## src/rtl/mem_access_unit.sv

```systemverilog
// Purpose: memory stage access unit; turns EX/MEM load/store controls into one req/ack data-memory access with lane steering and load extension.
// Latency: 3 cycles per access with a zero-wait memory (IDLE stall, BUSY, DONE); each memory wait state adds one BUSY cycle.
// Backpressure: Stall_Out holds the upstream pipeline registers until DMem_Ack (or a timeout, when MEM_TIMEOUT_EN is defined) completes the access.
module mem_access_unit #(
  parameter int unsigned TIMEOUT_CYCLES = 255
) (
  input  logic        Clock,
  input  logic        Reset,
  input  logic        MemRead_In,
  input  logic        MemWrite_In,
  input  logic [1:0]  ByteSel_In,
  input  logic        LoadUnsigned_In,
  input  logic [31:0] Address_In,
  input  logic [31:0] WriteData_In,
  output logic        Stall_Out,
  output logic        DMem_Req,
  output logic        DMem_We,
  output logic [31:0] DMem_Addr,
  output logic [3:0]  DMem_ByteEn,
  output logic [31:0] DMem_WData,
  input  logic        DMem_Ack,
  input  logic [31:0] DMem_RData,
  output logic [31:0] ReadData_Out,
  output logic        ReadValid_Out,
  output logic        Misaligned_Out,
  output logic        Timeout_Out
);

  typedef enum logic [1:0] {
    IDLE = 2'd0,
    BUSY = 2'd1,
    DONE = 2'd2
  } state_t;

  state_t state;

  // Access shape captured at request time, used to format the returned word.
  logic [1:0] off_q;
  logic       byte_q;
  logic       half_q;
  logic       uns_q;

  logic        valid;
  logic        is_byte;
  logic        is_half;
  logic        aligned;
  logic [3:0]  lanes;
  logic [31:0] wdata_fmt;
  logic [7:0]  rd_byte;
  logic [15:0] rd_half;
  logic [31:0] rd_fmt;

`ifdef MEM_TIMEOUT_EN
  localparam int CNT_W = ($clog2(TIMEOUT_CYCLES + 1) > 8) ? $clog2(TIMEOUT_CYCLES + 1) : 8;
  localparam logic [CNT_W-1:0] CNT_LAST = CNT_W'(TIMEOUT_CYCLES - 1);
  logic [CNT_W-1:0] busy_cnt;
`else
  // Without the watchdog the limit has no effect; keep it referenced.
  logic unused_timeout_cfg;
  assign unused_timeout_cfg = (TIMEOUT_CYCLES != 0);
`endif

  // Decode access size, alignment, byte lanes and replicated store data.
  always_comb begin
    valid     = MemRead_In | MemWrite_In;
    is_byte   = (ByteSel_In == 2'b01);
    is_half   = (ByteSel_In == 2'b10);
    aligned   = 1'b0;
    lanes     = 4'b1111;
    wdata_fmt = 32'd0;
    if (is_byte) begin
      aligned   = 1'b1;
      lanes     = 4'b0001 << Address_In[1:0];
      wdata_fmt = {4{WriteData_In[7:0]}};
    end else if (is_half) begin
      aligned   = ~Address_In[0];
      lanes     = Address_In[1] ? 4'b1100 : 4'b0011;
      wdata_fmt = {2{WriteData_In[15:0]}};
    end else begin
      aligned   = (Address_In[1:0] == 2'b00);
      lanes     = 4'b1111;
      wdata_fmt = WriteData_In;
    end
    // Reads never put data on the bus.
    if (!MemWrite_In) wdata_fmt = 32'd0;
  end

  // Select and extend the loaded bytes using the shape captured at request time.
  always_comb begin
    rd_byte = DMem_RData[{off_q, 3'b000} +: 8];
    rd_half = off_q[1] ? DMem_RData[31:16] : DMem_RData[15:0];
    rd_fmt  = DMem_RData;
    if (byte_q) begin
      rd_fmt = {{24{rd_byte[7] & ~uns_q}}, rd_byte};
    end else if (half_q) begin
      rd_fmt = {{16{rd_half[15] & ~uns_q}}, rd_half};
    end
  end

  // Stall only while an aligned access is being launched or is outstanding.
  assign Stall_Out = Reset & ((state == IDLE) ? (valid & aligned) : (state == BUSY));

  // Access FSM with registered memory-port and result outputs.
  always_ff @(posedge Clock or negedge Reset) begin
    if (!Reset) begin
      state          <= IDLE;
      off_q          <= 2'd0;
      byte_q         <= 1'b0;
      half_q         <= 1'b0;
      uns_q          <= 1'b0;
      DMem_Req       <= 1'b0;
      DMem_We        <= 1'b0;
      DMem_Addr      <= 32'd0;
      DMem_ByteEn    <= 4'd0;
      DMem_WData     <= 32'd0;
      ReadData_Out   <= 32'd0;
      ReadValid_Out  <= 1'b0;
      Misaligned_Out <= 1'b0;
      Timeout_Out    <= 1'b0;
`ifdef MEM_TIMEOUT_EN
      busy_cnt       <= '0;
`endif
    end else begin
      ReadValid_Out  <= 1'b0;
      Misaligned_Out <= 1'b0;
      Timeout_Out    <= 1'b0;
      case (state)
        IDLE: begin
          if (valid && aligned) begin
            off_q       <= Address_In[1:0];
            byte_q      <= is_byte;
            half_q      <= is_half;
            uns_q       <= LoadUnsigned_In;
            DMem_Req    <= 1'b1;
            DMem_We     <= MemWrite_In;
            DMem_Addr   <= {Address_In[31:2], 2'b00};
            DMem_ByteEn <= lanes;
            DMem_WData  <= wdata_fmt;
            state       <= BUSY;
`ifdef MEM_TIMEOUT_EN
            busy_cnt    <= '0;
`endif
          end else if (valid) begin
            Misaligned_Out <= 1'b1;
          end
        end
        BUSY: begin
          if (DMem_Ack) begin
            DMem_Req <= 1'b0;
            state    <= DONE;
            if (!DMem_We) begin
              ReadData_Out  <= rd_fmt;
              ReadValid_Out <= 1'b1;
            end
`ifdef MEM_TIMEOUT_EN
          end else if (busy_cnt == CNT_LAST) begin
            // Abort: give writeback a defined zero for a load.
            DMem_Req    <= 1'b0;
            state       <= DONE;
            Timeout_Out <= 1'b1;
            if (!DMem_We) begin
              ReadData_Out  <= 32'd0;
              ReadValid_Out <= 1'b1;
            end
          end else begin
            busy_cnt <= busy_cnt + 1'b1;
`endif
          end
        end
        DONE: begin
          state <= IDLE;
        end
        default: begin
          state <= IDLE;
        end
      endcase
    end
  end

endmodule

```

## config.mk

```make
export PLATFORM = sky130hd
export DESIGN_NAME = mem_access_unit
export DESIGN_NICKNAME = d
export VERILOG_FILES = /design/src/rtl/mem_access_unit.sv
export SDC_FILE = /design/constraint.sdc
export NUM_CORES = 1
export LEC_CHECK = 0
export CORE_UTILIZATION = 49
export CTS_CLUSTER_SIZE = 30
export DETAILED_ROUTE_END_ITERATION = 10
export PLACE_DENSITY = 0.95
export SETUP_SLACK_MARGIN = 0.1
export SYNTH_ARGS = -nofsm -noshare
export SYNTH_HDL_FRONTEND = slang
export SYNTH_SLANG_ARGS = --single-unit
export TNS_END_PERCENT = 10
```

## constraint.sdc

```tcl
create_clock -name Clock -period 5.2 [get_ports Clock]
set_input_delay 1.04 -clock Clock [delete_from_list [all_inputs] [get_ports Clock]]
set_output_delay 1.04 -clock Clock [all_outputs]
set_load 0.01 [all_outputs]
```

==> impl_metrics.json, run 1 <==
{
  "rr_endpoint": "DMem_WData[9]$_DFFE_PN0P_",
  "cp_max_fo": 17,
  "fin_area_sq_mm": 0.00808,
  "yosysUniqueCellTypes": 41,
  "cp-start-kind": "input pin",
  "gp_congestion": 0.928,
  "rr_startpoint": "state[0]$_DFFE_PN0P_",
  "dpl_worst_slack_ns": 0.804,
  "final_hold_viol_count": 0,
  "instances_no_fill": 818,
  "syn_area_per_cell_sq_um": 11.8,
  "ys_seq_area_share_pct": 47.9,
  "die-area_sq_mm": 0.0121,
  "antenna_found_initial": 0,
  "numCtsBuffers": 9,
  "cp-end-kind": "output port",
  "relSlewSlack_pct": 31.1,
  "cts_hold_buf": 0,
  "start_util_pct": 51.4,
  "hold_class": "flip-flop to flip-flop",
  "area_delta_synth_final_pct": 41.9,
  "final_common_cell": "clkdlybuf4s50_1",
  "port_buffers": 206,
  "hold_start": "DMem_Req$_DFFE_PN0P_",
  "wl_per_cell_um": 19.4,
  "first_global_vias": 4653,
  "post-route-min-period_ns": 4.45,
  "final_layout_size_suffix_gt1_share_pct": 15.9,
  "fmax_mhz": 225,
  "setup_slack_ns": 0.754,
  "synthCells": 483,
  "synth_seq_cells": 109,
  "placed_area_sq_mm": 0.00777,
  "crit_top_cell": "clkdlybuf4s50_1",
  "cts-root-buf": "clkbuf_16",
  "fin_crit_sh_pct": 85.5,
  "status": "complete, no violations",
  "grt_usage_pct": 26.1,
  "regArea_sq_mm": 0.00273,
  "vias": 4653,
  "max_stage_delay_ns": 0.67,
  "synth-xor-area-share_pct": 0.308,
  "synth.area.mux_share_pct": 26.5,
  "setup_viol": 0,
  "drc": 0,
  "drv_slew": 0,
  "cts_setup_buffers": 0,
  "synth_compound_area_share_pct": 12.1,
  "rsz0062_at_grt": "no",
  "p_leak_nw": 3.52,
  "worstPathRequired_ns": 4.16,
  "finalClockSkew_ns": 0.0129,
  "worstPathCellList": "clkdlybuf4s50_1 -> nor3b_1 -> or3_4 -> and2_4 -> o21a_1 -> clkdlybuf4s50_1",
  "path_buf_inv": 2,
  "holdPathEnd": "DMem_Req$_DFFE_PN0P_",
  "first_iter_violations": 328,
  "cts_max_level": 3,
  "numClockSinks": 109,
  "clk_latency_ns": 0.34,
  "vdd_ir_drop_max_mv": 0.300,
  "critical-path-slowest-cell": "clkdlybuf4s50_1",
  "r2r_cells": 4,
  "routed_via_density": 5.69,
  "final_cell_mix": "205 x clkdlybuf4s50_1, 109 x dfrtp_1, 76 x nand2_1",
  "yosysWarnings": 0,
  "ctsResizeCount": 0,
  "wl_met2_um": 7660,
  "layout.nets": 777,
  "die_w_um": 110,
  "powerDensity_mw_per_mm2": 508,
  "firstDrtPassIters": 5,
  "synth_top_family_by_area": "multiplexers",
  "whs_path_depth": 1,
  "cts.path.max_buffers": 2,
  "drtAntennaViolNets": 0,
  "multi_input_area_sq_mm": 0.00268,
  "diodes": 0,
  "crit_family": "buffers and inverters",
  "crit_type": "input pin to output port",
  "core_area_sq_mm": 0.0111,
  "overflow": 0,
  "wl_met3_um": 1490,
  "max_cap_violations": 0,
  "place_inst": 802,
  "dr.max_layer_used": "met4",
  "cts_tree": "built",
  "finalSetupTns_ns": 0,
  "syn_area_sq_mm": 0.00569,
  "grt_max_degree": 74,
  "clk_pin_slew_worst_paths_ns": 0.07,
  "worstMarginPinSlew_ns": 1.03,
  "die_h_um": 110,
  "hpwl_um": 11700,
  "synthAdderAreaFrac_pct": 0,
  "std_cell_rows": 38,
  "wl_um": 15900,
  "r2r_slack_ns": 2.38,
  "met1_length_um": 6290,
  "arrival_ns": 3.41,
  "io_pins": 210,
  "grt_pass1_wl_um": 23900,
  "n_fill_cell": 736,
  "yosys.area_share.simple_pct": 7.98
}
flip-flops by register name, indices dropped and copies added, names as in the netlist:
register / cells
half_q: 1
ReadData_Out: 32
DMem_ByteEn: 4
byte_q: 1
state: 2
Misaligned_Out: 1
DMem_WData: 32
DMem_We: 1
DMem_Addr: 30
off_q: 2
DMem_Req: 1
uns_q: 1
ReadValid_Out: 1
worst max-delay path by stage:
| stage | start | endpoint | slack (ns) | cells after the start |
|---|---|---|---|---|
| floorplan | ByteSel_In[0] | Stall_Out | 1.82 | 7 |
| global placement | ByteSel_In[1] | Stall_Out | 0.87 | 6 |
| detailed placement | ByteSel_In[1] | Stall_Out | 0.80 | 6 |
| CTS | ByteSel_In[1] | Stall_Out | 0.79 | 6 |
| global route | ByteSel_In[1] | Stall_Out | 0.66 | 6 |
| finish | ByteSel_In[1] | Stall_Out | 0.75 | 6 |
through the flow:
stage	power, mW	utilization (%)	hold WS (ns)
5_1_grt	4.30	72.9	0.492
6_report	4.10	72.9	0.478
3_3_place_gp	3.34	70.1	0.462
3_5_place_dp	3.42	70.1	0.469
2_1_floorplan	2.43	-	0.516
4_1_cts	4.12	72.9	0.482
layer usage:
layer | vias up | global-route usage, %
met1 | 2269 | 31.7
met2 | 274 | 43.9
li1 | 2072 | -
met5 | - | 0
met3 | 38 | 7.59
met4 | 0 | 9.71
cell usage after synthesis:
master | n | area share (%)
dfrtp_1 | 109 | 48
nand2_1 | 76 | 5.0
mux2_4 | 51 | 13
mux2i_1 | 36 | 6.3
a21oi_1 | 23 | 2.0
inv_1 | 18 | 1.2
mux2_2 | 18 | 3.6
o22a_1 | 17 | 2.6
clkbuf_1 | 16 | 1.1
a21boi_0 | 15 | 2.0
o211ai_1 | 14 | 1.8
o21ai_0 | 13 | 1.1
o21a_1 | 9 | 1.2
buf_6 | 8 | 1.6
mux4_2 | 8 | 3.2
buf_2 | 6 | 0.53
nor2_1 | 6 | 0.40
nor2b_1 | 5 | 0.55
buf_4 | 4 | 0.53
a21o_1 | 3 | 0.40
a31oi_1 | 3 | 0.33
buf_1 | 2 | 0.13
clkinv_1 | 2 | 0.13
nand3b_1 | 2 | 0.26
nor3_1 | 2 | 0.18
nor3b_1 | 2 | 0.26
a22o_1 | 1 | 0.15
a22oi_2 | 1 | 0.22
and2_4 | 1 | 0.15
and3b_1 | 1 | 0.15
conb_1 | 1 | 0.066
nand2_2 | 1 | 0.11
nand2b_1 | 1 | 0.11
nand3_1 | 1 | 0.088
nor2b_4 | 1 | 0.24
nor4b_1 | 1 | 0.15
o221a_2 | 1 | 0.20
or2_2 | 1 | 0.11
or3_4 | 1 | 0.20
xnor2_1 | 1 | 0.15
xor2_1 | 1 | 0.15
power breakdown:
group	total, mW	switching, mW	internal (mW)
Combinational	1.93	0.745	1.19
Clock	0.687	0.335	0.352
Sequential	1.48	0.268	1.21
Total	4.10	1.35	2.75
kinds of logic (layout without fill, tap and decap cells):
| kind of cell | Yosys count | count (layout) |
|---|---|---|
| muxes | 113 | 113 |
| DFF | 109 | 109 |
| and+or+nand+nor | 102 | 102 |
| AOI/OAI and AO/OA | 100 | 100 |
| buffers and inverters | 56 | 249 |
| xor gates and xnor gates | 2 | 2 |
| other | 1 | 3 |
final cells by class:
| class | instances | area share [%] |
|---|---|---|
| flip-flops and latches | 109 | 33.8 |
| repair buffers | 213 | 26.2 |
| well taps | 140 | 2.17 |
| clock inverters | 6 | 0.837 |
| multi-input cells | 320 | 33.2 |
| inverters | 20 | 0.930 |
| clock buffers | 10 | 2.96 |
Note: power is estimated with default switching activity, not from simulation.
==> run 2: changes to the inputs <==
- CORE_ASPECT_RATIO: not set -> 0.5
- SLEW_MARGIN: not set -> 20
==> run 2 against run 1 <==
- first-iteration DRC count is 3.7% higher
- design area about the same
- setup slack better by 0.15 ns
- register-to-register slack worse by 0.06 ns
- critical path type unchanged
==> impl_metrics.json, run 2 (synthesis results as in run 1) <==
{
  "switching_share_pct": 32.8,
  "ctsResizeCount": 0,
  "wl_um": 16100,
  "finalSetupTns_ns": 0,
  "place_inst": 808,
  "setup_slack_ns": 0.902,
  "rr_startpoint": "state[0]$_DFFE_PN0P_",
  "top_regs": "DMem_WData (32), ReadData_Out (32), DMem_Addr (30)",
  "finalPower_mw": 4.10,
  "p_int_mw": 2.76,
  "crit_top_cell": "clkdlybuf4s50_1",
  "cp-start-kind": "input pin",
  "clk_latency_ns": 0.35,
  "layout.nets": 778,
  "fin_crit_sh_pct": 82.7,
  "cts_max_level": 3,
  "firstDrtPassIters": 4,
  "vias": 4552,
  "antenna_found_initial": 0,
  "cts_hold_buf": 0,
  "max_stage_delay_ns": 0.57,
  "worstPathCellList": "clkdlybuf4s50_1 -> buf_4 -> nor2b_4 -> or3_4 -> and2_4 -> o21a_1 -> clkdlybuf4s50_1",
  "switching_power_mw": 1.35,
  "critical-path-slowest-cell": "clkdlybuf4s50_1",
  "hold_class": "flip-flop to flip-flop",
  "cts_setup_buffers": 0,
  "worstMarginPinSlew_ns": 0.944,
  "worstPathRequired_ns": 4.16,
  "dpl_worst_slack_ns": 0.935,
  "powerDensity_mw_per_mm2": 508,
  "port_buffers": 206,
  "drv_slew": 0,
  "std_cell_rows": 27,
  "cts.path.max_buffers": 2,
  "cp-end-kind": "output port",
  "finalClockSkew_ns": 0.0113,
  "drc": 0,
  "hpwl_um": 11500,
  "clk_pin_slew_worst_paths_ns": 0.07,
  "routed_via_density": 5.52,
  "r2r_slack_ns": 2.32,
  "p_leak_nw": 3.51,
  "wl_per_cell_um": 19.5,
  "fin_area_sq_mm": 0.00808,
  "grt_max_degree": 60,
  "diodes": 0,
  "io_pins": 210,
  "crit_type": "input pin to output port",
  "path_depth": 7,
  "die-area_sq_mm": 0.0121,
  "core_area_sq_mm": 0.0111,
  "final_layout_size_suffix_gt1_share_pct": 16.1,
  "final_common_cell": "clkdlybuf4s50_1",
  "final_hold_viol_count": 0,
  "post-route-min-period_ns": 4.30,
  "r2r_cells": 5,
  "gp_congestion": 0.892,
  "cp-endpoint": "Stall_Out",
  "area_delta_synth_final_pct": 41.9,
  "first_global_vias": 4754,
  "crit_family": "buffers and inverters",
  "arrival_ns": 3.26,
  "relSlewSlack_pct": 36.6,
  "rsz0062_at_grt": "no",
  "crit_path_start": "ByteSel_In[1]",
  "sequentialPowerShare_pct": 36.1,
  "numCtsBuffers": 9,
  "max_cap_violations": 0,
  "numClockSinks": 109,
  "grt_usage_pct": 27.4,
  "placed_area_sq_mm": 0.00778,
  "instances_no_fill": 824,
  "cp_max_fo": 18,
  "die_h_um": 78.2,
  "combPwrFrac_pct": 47.3,
  "cts-root-buf": "clkbuf_16",
  "setup_viol": 0,
  "first_iter_violations": 340,
  "grt_pass1_wl_um": 25400,
  "overflow": 0,
  "path_buf_inv": 3,
  "cts_tree": "built",
  "start_util_pct": 51.1,
  "drtAntennaViolNets": 0,
  "status": "complete, no violations",
  "die_w_um": 154,
  "vdd_ir_drop_max_mv": 0.215,
  "final_cell_mix": "205 x clkdlybuf4s50_1, 109 x dfrtp_1, 76 x nand2_1",
  "p_clk_share_pct": 16.6,
  "rr_endpoint": "DMem_Addr[5]$_DFFE_PN0P_",
  "fmax_mhz": 233
}
run 2: layout make-up:
class                   instances  area (sq um)
inverters                      20          75.1
repair buffers                214          2120
well taps                     145           181
fillers                       769          3070
clock inverters                 5          42.5
flip-flops and latches        109          2730
multi-input cells             320          2680
clock buffers                  11           253
run 2: worst min-delay path by stage:
stage               cells past startpoint                           to                         from  slack (ns)
floorplan                               2  ReadData_Out[0]$_DFFE_PN0P_  ReadData_Out[0]$_DFFE_PN0P_        0.52
CTS                                     1         DMem_Req$_DFFE_PN0P_         DMem_Req$_DFFE_PN0P_        0.49
global placement                        2  ReadData_Out[6]$_DFFE_PN0P_  ReadData_Out[6]$_DFFE_PN0P_        0.46
detailed placement                      1         DMem_Req$_DFFE_PN0P_         DMem_Req$_DFFE_PN0P_        0.47
global route                            1         DMem_Req$_DFFE_PN0P_         DMem_Req$_DFFE_PN0P_        0.51
finish                                  1         DMem_Req$_DFFE_PN0P_         DMem_Req$_DFFE_PN0P_        0.48
run 2: routing by layer:
metal | vias up | track usage (%) | part of all wire (%)
li1 | 2071 | - | -
met1 | 2247 | 33.5 | 41
met2 | 194 | 47.6 | 50
met3 | 40 | 5.52 | 6.1
met4 | 0 | 12.3 | 3.2
met5 | - | 0 | 0
run 2: stage by stage:
| step | util (%) | hold WS, ns |
|---|---|---|
| after global placement | 69.8 | 0.464 |
| after global routing | 72.5 | 0.509 |
| after CTS | 72.5 | 0.486 |
| final | 72.5 | 0.484 |
| after floorplan | - | 0.516 |
| after detailed placement | 69.8 | 0.470 |
run 2: power by group through the flow:
stage,Clock (mW),Sequential [mW],Combinational (mW)
global route,0.723,1.53,2.05
CTS,0.690,1.48,1.95
floorplan,0,1.58,0.845
finish,0.683,1.48,1.94
detailed placement,0,1.48,1.94
global placement,0,1.47,1.88
